[config.mk]
export PLATFORM = sky130hd
export DESIGN_NAME = async_ctl_seq
export DESIGN_NICKNAME = d
export VERILOG_FILES = /design/src/rtl/async_ctl_pkg.sv /design/src/rtl/async_ctl_arb.sv /design/src/rtl/async_ctl_seq.sv
export SDC_FILE = /design/constraint.sdc
export NUM_CORES = 1
export LEC_CHECK = 0
export BUFFER_PORTS_ARGS = -buffer_cell sky130_fd_sc_hd__buf_2
export CAP_MARGIN = 30
export CELL_PAD_IN_SITES_DETAIL_PLACEMENT = 0
export CELL_PAD_IN_SITES_GLOBAL_PLACEMENT = 1
export CORE_MARGIN = 8
export CORE_UTILIZATION = 38
export DETAILED_ROUTE_END_ITERATION = 16
export PLACE_DENSITY = 0.85
export SYNTH_ARGS = -nofsm -noshare
export SYNTH_HDL_FRONTEND = slang
export SYNTH_SLANG_ARGS = --single-unit
[constraint.sdc]
create_clock -name clk -period 2.8 [get_ports clk]
set_clock_uncertainty 0.1 [all_clocks]
set_input_delay 0.28 -clock clk [delete_from_list [all_inputs] [get_ports clk]]
set_output_delay 0.28 -clock clk [all_outputs]
set_load 0.02 [all_outputs]
[src/rtl/async_ctl_pkg.sv]
// Shared types and defaults for the async clear/preset sequencer.
// Optional round-robin arbitration is selected with ASYNC_CTL_SEQ_RR_EN.
package async_ctl_pkg;

    localparam int unsigned DEF_NREQ      = 4;
    localparam int unsigned DEF_WIDTH     = 8;
    localparam int unsigned DEF_PULSE_CYC = 2;
    localparam int unsigned CNT_W         = 4;

    typedef enum logic [1:0] {
        OP_NOP    = 2'b00,
        OP_LOAD   = 2'b01,
        OP_CLEAR  = 2'b10,
        OP_PRESET = 2'b11
    } op_e;

    typedef enum logic [1:0] {
        ST_IDLE    = 2'b00,
        ST_PULSE   = 2'b01,
        ST_RECOVER = 2'b10
    } state_e;

    function automatic int unsigned idx_width(input int unsigned n);
        return (n > 1) ? $clog2(n) : 1;
    endfunction

endpackage

[src/rtl/async_ctl_arb.sv]
// Requester arbiter: fixed lowest-index priority, or a rotating search that
// starts at ptr when ASYNC_CTL_SEQ_RR_EN is defined.
module async_ctl_arb
    import async_ctl_pkg::*;
#(
    parameter int unsigned NREQ = DEF_NREQ,
    parameter int unsigned PW   = 2
) (
    input  logic [NREQ-1:0] req,
`ifdef ASYNC_CTL_SEQ_RR_EN
    input  logic [PW-1:0]   ptr,
`endif
    output logic [NREQ-1:0] grant
);

`ifdef ASYNC_CTL_SEQ_RR_EN
    always_comb begin
        int unsigned j;
        logic        found;
        grant = '0;
        found = 1'b0;
        j     = 0;
        for (int unsigned i = 0; i < NREQ; i++) begin
            j = i + {{(32-PW){1'b0}}, ptr};
            if (j >= NREQ) j = j - NREQ;
            if (!found && req[j[PW-1:0]]) begin
                grant[j[PW-1:0]] = 1'b1;
                found            = 1'b1;
            end
        end
    end
`else
    always_comb begin
        logic found;
        grant = '0;
        found = 1'b0;
        for (int unsigned i = 0; i < NREQ; i++) begin
            if (!found && req[i[PW-1:0]]) begin
                grant[i[PW-1:0]] = 1'b1;
                found            = 1'b1;
            end
        end
    end
`endif

endmodule

[src/rtl/async_ctl_seq.sv]
// Sequencer that arbitrates requesters and drives load / async clear / preset
// pulses into a flop bank. ASYNC_CTL_SEQ_RR_EN selects round-robin arbitration.
module async_ctl_seq
    import async_ctl_pkg::*;
#(
    parameter int unsigned NREQ      = DEF_NREQ,
    parameter int unsigned WIDTH     = DEF_WIDTH,
    parameter int unsigned PULSE_CYC = DEF_PULSE_CYC
) (
    input  logic                  clk,
    input  logic                  clr,
    input  logic [NREQ-1:0]       req,
    input  logic [2*NREQ-1:0]     op,
    input  logic [WIDTH*NREQ-1:0] wdata,
    output logic [NREQ-1:0]       gnt,
    output logic [NREQ-1:0]       done,
    output logic [WIDTH-1:0]      ff_clr_n,
    output logic [WIDTH-1:0]      ff_pre_n,
    output logic                  ff_en,
    output logic [WIDTH-1:0]      ff_d,
    output logic                  busy
);

    localparam int unsigned      PW        = idx_width(NREQ);
    localparam logic [CNT_W-1:0] CNT_PULSE = CNT_W'(PULSE_CYC - 1);

    state_e           state, state_nxt;
    logic [CNT_W-1:0] cnt, cnt_nxt;

    op_e              op_q;
    logic [WIDTH-1:0] data_q;
    logic [NREQ-1:0]  owner_q;

    logic [NREQ-1:0]  arb_grant;
    logic             grant_fire;
    op_e              sel_op;
    logic [WIDTH-1:0] sel_data;

    logic [NREQ-1:0]  gnt_nxt, done_nxt;
    logic [WIDTH-1:0] clr_n_nxt, pre_n_nxt, d_nxt;
    logic             en_nxt, busy_nxt;

    // A grant is issued on the edge into an IDLE cycle, so gnt shows up
    // during IDLE and RECOVER can hand straight over to the next requester.
    assign grant_fire = (|req) &&
                        (((state == ST_IDLE) && !(|gnt)) || (state == ST_RECOVER));

`ifdef ASYNC_CTL_SEQ_RR_EN
    localparam logic [PW-1:0] LAST_IDX = PW'(NREQ - 1);
    logic [PW-1:0] ptr, gnt_idx;

    always_comb begin
        gnt_idx = '0;
        for (int unsigned i = 0; i < NREQ; i++) begin
            if (arb_grant[i]) gnt_idx = i[PW-1:0];
        end
    end

    always_ff @(posedge clk or negedge clr) begin
        if (!clr)            ptr <= '0;
        else if (grant_fire) ptr <= (gnt_idx == LAST_IDX) ? '0 : gnt_idx + 1'b1;
    end
`endif

    async_ctl_arb #(
        .NREQ (NREQ),
        .PW   (PW)
    ) u_arb (
        .req   (req),
`ifdef ASYNC_CTL_SEQ_RR_EN
        .ptr   (ptr),
`endif
        .grant (arb_grant)
    );

    always_comb begin
        sel_op   = OP_NOP;
        sel_data = '0;
        for (int unsigned i = 0; i < NREQ; i++) begin
            if (arb_grant[i]) begin
                sel_op   = op_e'(op[2*i +: 2]);
                sel_data = wdata[WIDTH*i +: WIDTH];
            end
        end
    end

    always_ff @(posedge clk or negedge clr) begin
        if (!clr) begin
            op_q    <= OP_NOP;
            data_q  <= '0;
            owner_q <= '0;
        end else if (grant_fire) begin
            op_q    <= sel_op;
            data_q  <= sel_data;
            owner_q <= arb_grant;
        end
    end

    always_ff @(posedge clk or negedge clr) begin
        if (!clr) begin
            state <= ST_IDLE;
            cnt   <= '0;
        end else begin
            state <= state_nxt;
            cnt   <= cnt_nxt;
        end
    end

    always_comb begin
        state_nxt = state;
        cnt_nxt   = cnt;
        unique case (state)
            ST_IDLE: begin
                if (|gnt) begin
                    if (op_q == OP_NOP) begin
                        state_nxt = ST_RECOVER;
                    end else begin
                        state_nxt = ST_PULSE;
                        cnt_nxt   = (op_q == OP_LOAD) ? '0 : CNT_PULSE;
                    end
                end
            end
            ST_PULSE: begin
                if (cnt == '0) state_nxt = ST_RECOVER;
                else           cnt_nxt   = cnt - 1'b1;
            end
            ST_RECOVER: state_nxt = ST_IDLE;
            default:    state_nxt = ST_IDLE;
        endcase
    end

    // Outputs are computed from the upcoming state so each registered value
    // lines up with the state it belongs to.
    always_comb begin
        gnt_nxt   = grant_fire ? arb_grant : '0;
        done_nxt  = (state_nxt == ST_RECOVER) ? owner_q : '0;
        en_nxt    = 1'b0;
        d_nxt     = ff_d;
        clr_n_nxt = '1;
        pre_n_nxt = '1;
        busy_nxt  = (state_nxt != ST_IDLE);
        if (state_nxt == ST_PULSE) begin
            unique case (op_q)
                OP_LOAD: begin
                    en_nxt = 1'b1;
                    d_nxt  = data_q;
                end
                OP_CLEAR:  clr_n_nxt = ~data_q;
                OP_PRESET: pre_n_nxt = ~data_q;
                default: ;
            endcase
        end
    end

    always_ff @(posedge clk or negedge clr) begin
        if (!clr) begin
            gnt      <= '0;
            done     <= '0;
            ff_en    <= 1'b0;
            ff_d     <= '0;
            ff_clr_n <= '1;
            ff_pre_n <= '1;
            busy     <= 1'b0;
        end else begin
            gnt      <= gnt_nxt;
            done     <= done_nxt;
            ff_en    <= en_nxt;
            ff_d     <= d_nxt;
            ff_clr_n <= clr_n_nxt;
            ff_pre_n <= pre_n_nxt;
            busy     <= busy_nxt;
        end
    end

endmodule

==> summary.txt, run 1 <==
Synthesis
  • Complex-gate fraction of the synthesized area: 0.161
  • Synth Area per Inst: 10.8 µm²
  • Ys async rst share: 1.00
  • Post-synthesis cell area: between 2000 and 2500 µm²
  • Synth Area in Simple Gates: 0.148
  • Post-Syn Instances: around 220
  • Main combinational cell family by area after synthesis: compound AO/OA/AOI/OAI gates
  • Synth unique cells: 37
  • Synth Area in Adders: 0.0106
  • Syn Nets: 265
  • Yosys top cell area share: 0.404
  • Top_reg_cell synth: dfrtp_1
  • Most common library cells after synthesis: 43 x nand2_1, 38 x dfrtp_1, 17 x inv_1
  • Sequential area share after synthesis: 0.583
  • Number of synthesized flops with an enable pin: 0
  • Most common cell in the netlist: nand2_1
  • Mux cell area share after synthesis: 0.0426
  • Post-Synth XOR/XNOR Area: 0.00745
  • Ranking of synthesized cells by area: dfrtp_1 40%, dfstp_2 18%, nand2_1 6.9%, a221o_1 4.3%, mux2_2 3.8%
  • Seq cells post-synth: 54
  • Synthesis Warnings: 0
  • Largest area contributor in the netlist: dfrtp_1

Clocking
  • Post-CTS Hold Buffers: 1
  • CTS Buf Count: 5
  • Clk_lat worst skew: 310 ps
  • Htree depth: 2
  • PostCTS Resize Cnt: 0
  • Clock Sinks: 54
  • CTS tree: built
  • Total setup buffers inserted after CTS: 0
  • Clock root cell: clkbuf_8
  • Clock transition at path regs: approximately 100 ps
  • Clock Tree Buf Depth: 2

Power and ir drop
  • Logic pwr share: 0.408
  • Leakage: ~0.0014 µW
  • Flop pwr share: 0.432
  • Sw Share: 0.392
  • Clock Power Share: 0.160
  • Pwr Total: 3120 µW
  • Cell Pwr Density: roughly 1100 nW/µm²
  • Switching Power: around 1200 µW
  • Max VDD drop: 0.000469 V
  • Power Internal: ~1900 µW

Worst setup path
  • Worst Setup End Kind: flop
  • Worst-path fanout max: 9
  • Slowest-stage cell, CP: or3b_2
  • Data required, critical path: a little under 3000 ps
  • Crit Path Class: flop to flop
  • CP Buf/Inv Count: 1
  • Largest delay contributor family on the critical path: simple AND/OR/NAND/NOR gates
  • CP arrival: ~2500 ps
  • Crit start category: flop
  • Crit-path max cell delay: between 500 and 600 ps
  • Crit-path cells: inv_1 -> ha_1 -> or3b_2 -> a32oi_4 -> or3b_1 -> mux2_2

Drt
  • Initial DRT Pass Iterations: 4
  • Initial drt markers: 57
  • Via/cell ratio: between 4 and 5
  • WL per Instance: around 14 µm
  • Final WL: about 5200 µm
  • Residual DRC: 0
  • ANT nets after route: 0
  • Vias: ~1800

Layout
  • Util after Layout: 0.494
  • Antenna Cells: 0
  • Layout area overhead: 25.2%
  • NumNets Final: approximately 350
  • Share of layout cells above drive strength 1: 0.406
  • Total of fill cells in the finished design: around 580

Place
  • Setup WS pre-CTS: 442 ps
  • Final HPWL DP: slightly above 4000 µm
  • Port bufs: 79
  • Gpl congestion: between 0.7 and 0.8

Die
  • CORE AREA: approximately 6000 µm²
  • Starting Density: 0.395
  • Die X: around 95 µm
  • Die footprint: between 8000 and 9000 µm²
  • Boundary pin count: 80
  • Die height: ~95 µm
  • Rows: 28

GRT
  • Initial antenna violation count: 0
  • First-pass GRT wire length: approximately 8500 µm
  • Grt ovf: 0
  • Largest net degree at the start of global routing: 39
  • Vias in the first global route: roughly 1800
  • Total GRT Usage: 0.119

STA
  • Setup_tns: 0 ps
  • Final min period: 2370 ps
  • Fin crit share: 0.845
  • Worst slew margin: 0.378
  • Final setup viols: 0
  • Max Freq: around 420 MHz
  • Setup WS post-layout: 433 ps
  • Fin. max-slew vios: 0
  • Final hold vios: 0
  • RSZ-0062 raised after global routing: false
  • Worst-margin pin slew: ~930 ps

Flow run
  • Max Cap Violations: 0

Worst hold path
  • Worst hold path type: primary input to flop

Outcome
  • Outcome: complete, no violations
routing by layer:
layer / wire length, µm / global-route usage / up-vias
met2: 2310 / 0.183 / 63
li1: - / - / 912
met4: 85 / 0.0468 / 0
met3: 439 / 0.0397 / 5
met5: 0 / 0 / -
met1: 2390 / 0.151 / 823
cell usage in the layout (no fill, tap or decap), types with 2 or more instances in the layout:
master / n
ha_1: 2
buf_4: 3
dfrtp_1: 38
a221o_1: 10
dfstp_2: 16
a211oi_1: 11
mux2_2: 8
nor2_1: 15
nand3_1: 2
clkbuf_8: 5
nand2_1: 43
xor2_1: 2
a21oi_1: 4
and2_1: 6
a31oi_1: 10
buf_2: 79
and3_1: 2
a21o_1: 3
inv_1: 17
power by group through the flow:
stage / Combinational (µW) / Clock (µW) / Sequential [µW]
2_1_floorplan: 707 / 0 / 1550
3_3_place_gp: 1270 / 0 / 1360
3_5_place_dp: 1300 / 0 / 1370
6_report: 1270 / 499 / 1350
4_1_cts: 1300 / 510 / 1350
5_1_grt: 1420 / 550 / 1390
worst register-to-register path, cell delays in order, from the launching register on:
cell	delay (ps)
dfrtp_1	420
inv_1	90
ha_1	140
or3b_2	510
a32oi_4	250
or3b_1	370
mux2_2	380
path summary, 6_finish.rpt:
kind,startpoint,to,slack (ps),depth (start not counted)
hold reg to reg,data_q[3]$_DFFE_PN0P_,ff_pre_n[3]$_DFF_PN1_,350,1
setup reg to reg,cnt[0]$_DFFE_PN0P_,ff_d[4]$_DFFE_PN0P_,430,6
max in group asynchronous,clr,ff_pre_n[7]$_DFF_PN1_,1300,3
min in group asynchronous,clr,gnt[2]$_DFF_PN0_,500,2
hold / removal,wdata[31],data_q[7]$_DFFE_PN0P_,110,3
setup / recovery,cnt[0]$_DFFE_PN0P_,ff_d[4]$_DFFE_PN0P_,430,6
cell families after synthesis:
family / after synthesis
mux: 9
fa+ha+maj: 2
flops: 54
xor+xnor: 2
simple gates: 77
buf+inv: 27
compound gates: 46
stage by stage:
stage          area [µm²]  std cells  hold WS (ps)
5_1_grt              2940        373           109
2_1_floorplan        2350        217          -116
3_5_place_dp         2820        364           309
6_report             2940        373           114
3_3_place_gp         2820        364           307
4_1_cts              2940        373           110
layout make-up:
cell class,instances,area [µm²],area share
flip-flops and latches,54,1370,0.466
multi-input cells,136,875,0.297
clock buffers,6,93.8,0.0319
clock inverters,2,17.5,0.00595
repair buffers,83,428,0.145
well taps,75,93.8,0.0319
inverters,17,63.8,0.0217
sequential cells by signal (all words and copies together) (netlist names):
register,count
gnt,4
ff_pre_n,8
cnt,4
ff_clr_n,8
ff_en,1
done,4
state,2
data_q,8
busy,1
ff_d,8
owner_q,4
op_q,2
(Power assumes the default switching activity.)
==> run 2: changes to the inputs <==
ABC_AREA = 1   (was unset)
CORE_UTILIZATION = 33   (was 38)
PLACE_DENSITY = 0.81   (was 0.85)
clock period = 2 ns   (was 2.8 ns; I/O delays follow)
==> run 2 against run 1 <==
Against the previous run: global-route usage shrank 0.33 points; first-iteration DRC count is 54% higher; clock power increased by 27%; critical endpoint is now ff_d[1]$_DFFE_PN0P_; clock-buffer cell count is 1 lower; die area up 16%; synthesized area grew 3.9%; combinational power grew 13%; critical path depth up 2; via count grew 12%; non-clock buffer count rose by 1.
==> summary.txt, run 2 <==
STA
  • Final setup viols: 0
  • Setup_tns: 0 ps
  • RSZ-0062 raised after global routing: false
  • Max Freq: roughly 600 MHz
  • Final min period: 1660 ps
  • Final hold vios: 0
  • Setup WS post-layout: between 300 and 400 ps
  • Fin crit share: 0.829
  • Worst slew margin: 0.669
  • Worst-margin pin slew: slightly below 500 ps
  • Fin. max-slew vios: 0

Clocking
  • Clock Tree Buf Depth: 2
  • CTS tree: built
  • Clk_lat worst skew: about 300 ps
  • Clock Sinks: 54
  • Htree depth: 2
  • PostCTS Resize Cnt: 0
  • Total setup buffers inserted after CTS: 0
  • Clock root cell: clkbuf_8
  • CTS Buf Count: 5
  • Clock transition at path regs: approximately 100 ps

Place
  • Area after DPL: between 2000 and 3000 µm²
  • Final HPWL DP: around 4600 µm
  • Port bufs: 79
  • Gpl congestion: 0.766
  • Setup WS pre-CTS: between 300 and 400 ps

Synthesis
  • Number of synthesized flops with an enable pin: 0
  • Post-synthesis cell area: approximately 2400 µm²
  • Yosys top cell area share: 0.389
  • Sequential area share after synthesis: 0.561
  • Top_reg_cell synth: dfrtp_1
  • Most common library cells after synthesis: 97 x nand2_1, 47 x nand3_1, 38 x dfrtp_1
  • Most common cell in the netlist: nand2_1
  • Ranking of synthesized cells by area: dfrtp_1 39%, dfstp_2 17%, nand2_1 15%, nand3_1 9.6%, inv_1 3.7%
  • Seq cells post-synth: 54
  • Synth Area per Inst: between 8 and 9 µm²
  • Syn Nets: 334
  • Synth unique cells: 24
  • Post-Syn Instances: ~290
  • Largest area contributor in the netlist: dfrtp_1
  • Synthesis Warnings: 0
  • Ys async rst share: 1.00

Layout
  • Share of layout cells above drive strength 1: 0.319
  • Commonest non-fill, non-tap cell in the layout: nand2_1
  • Total of fill cells in the finished design: roughly 750
  • Area occupied by registers: around 1400 µm²
  • Layout area overhead: 23.9%
  • Commonest non-fill, non-tap cells in the layout: 97 x nand2_1, 79 x buf_2, 47 x nand3_1
  • Antenna Cells: 0
  • Fin area: just over 3000 µm²
  • Multi-input gate area: 901 µm²
  • NumNets Final: about 410

Power and ir drop
  • Flop pwr share: 0.443
  • Clock Power Share: 0.171
  • Max VDD drop: approximately 0.00034 V
  • Switching Power: roughly 1600 µW
  • Logic pwr share: 0.386
  • Cell Pwr Density: ~1200 nW/µm²
  • Leakage: 0.00158 µW
  • Sw Share: 0.425
  • Power Internal: around 2100 µW

Worst setup path
  • FF-to-FF End: ff_d[1]$_DFFE_PN0P_
  • Crit Path Class: flop to flop
  • Crit. Startpoint: cnt[0]$_DFFE_PN0P_
  • Data required, critical path: 2100 ps
  • Slowest-stage cell, CP: dfrtp_1
  • FF-to-FF setup slack: between 300 and 400 ps
  • Worst Setup End Kind: flop
  • Crit start category: flop
  • Most frequent CP cell: nand2_1
  • Crit-path max cell delay: 340 ps
  • CP arrival: roughly 1800 ps
  • RR Startpoint: cnt[0]$_DFFE_PN0P_
  • Crit-path cells: inv_1 -> ha_1 -> nand3_1 -> nand2_1 -> nand2_4 -> nand2_2 -> nand2_1 -> nand2_1
  • Worst-path fanout max: 34
  • Worst Reg2Reg Path Length in Cells: 8

Die
  • CORE AREA: a little over 7000 µm²
  • Die X: between 100 and 150 µm
  • Die height: between 100 and 150 µm
  • Starting Density: 0.339
  • Die footprint: between 10000 and 15000 µm²
  • Boundary pin count: 80
  • Rows: 31

GRT
  • Largest net degree at the start of global routing: 35
  • Grt ovf: 0
  • Total GRT Usage: 0.116
  • First-pass GRT wire length: ~9700 µm
  • Initial antenna violation count: 0
  • Vias in the first global route: ~2100

Drt
  • Final WL: ~5700 µm
  • Initial drt markers: 88
  • Vias: 2026
  • WL per Instance: about 12 µm
  • Residual DRC: 0
  • Via/cell ratio: 4.35
  • Initial DRT Pass Iterations: 4
  • ANT nets after route: 0

Worst hold path
  • Hold path cells: 5
  • Hold_sp: op[4]
  • Hold path endpoint: op_q[0]$_DFFE_PN0P_
  • Worst hold path type: primary input to flop

Flow run
  • Max Cap Violations: 0

Outcome
  • Outcome: complete, no violations
[run 2: worst max-delay path by stage]
stage | slack (ps) | cells after the start | end
after floorplan | 620 | 8 | busy$_DFF_PN0_
after global placement | 420 | 8 | ff_d[0]$_DFFE_PN0P_
after detailed placement | 340 | 8 | ff_d[1]$_DFFE_PN0P_
after CTS | 330 | 8 | ff_d[1]$_DFFE_PN0P_
after global routing | 200 | 8 | ff_d[5]$_DFFE_PN0P_
final | 340 | 8 | ff_d[1]$_DFFE_PN0P_
[run 2: layout make-up]
type	count	share of cell area
multi-input combinational	195	0.298
timing repair buffer	84	0.144
tap	99	0.0409
sequential	54	0.453
inverter	26	0.0322
clock buffer	5	0.0227
clock inverter	3	0.00951
[run 2: power by group through the flow]
stage	registers (µW)	clock network [µW]	logic [µW]
finish	1650	634	1430
global route	1690	694	1620
CTS	1640	657	1460
detailed placement	1660	0	1450
global placement	1660	0	1410
floorplan	1790	0	975
[run 2: logic make-up (layout without fill, tap and decap cells)]
kind of cell / after synthesis / count (layout) / synth area share
AND/OR/NAND/NOR: 179 / 179 / 0.324
flip-flops: 54 / 54 / 0.561
AO/OA/AOI/OAI: 13 / 13 / 0.0307
buffers and inverters: 37 / 118 / 0.0701
adder cells (fa/ha/maj): 2 / 2 / 0.0102
XOR/XNOR: 1 / 1 / 0.00358
[run 2: what timing repair did]
action / in CTS / in global routing
hold buffers: 1 / 0
endpoints found under the hold margin: 14 / 0
endpoints found under the setup margin: 0 / 0
[run 2: critical path, delay by kind of cell, from the launching register on]
family        cells  cell delay (ps)
buf+inv           1               90
flops             1              340
fa+ha+maj         1              220
simple gates      6              790
[run 2: metrics by stage]
step           power, µW  std cells   util  hold WS (ps)
5_1_grt             4010        466  0.420           118
2_1_floorplan       2760        286      -          -196
3_3_place_gp        3070        457  0.405          19.4
3_5_place_dp        3110        457  0.405          26.2
6_report            3710        466  0.420           103
4_1_cts             3760        466  0.420          94.8
[run 2: per-layer routing]
| layer | part of all wire | GRT usage | up-vias |
|---|---|---|---|
| li1 | - | - | 1076 |
| met1 | 0.49 | 0.151 | 874 |
| met2 | 0.41 | 0.174 | 74 |
| met3 | 0.098 | 0.0470 | 2 |
| met4 | 0.0028 | 0.0271 | 0 |
| met5 | 0 | 0 | - |
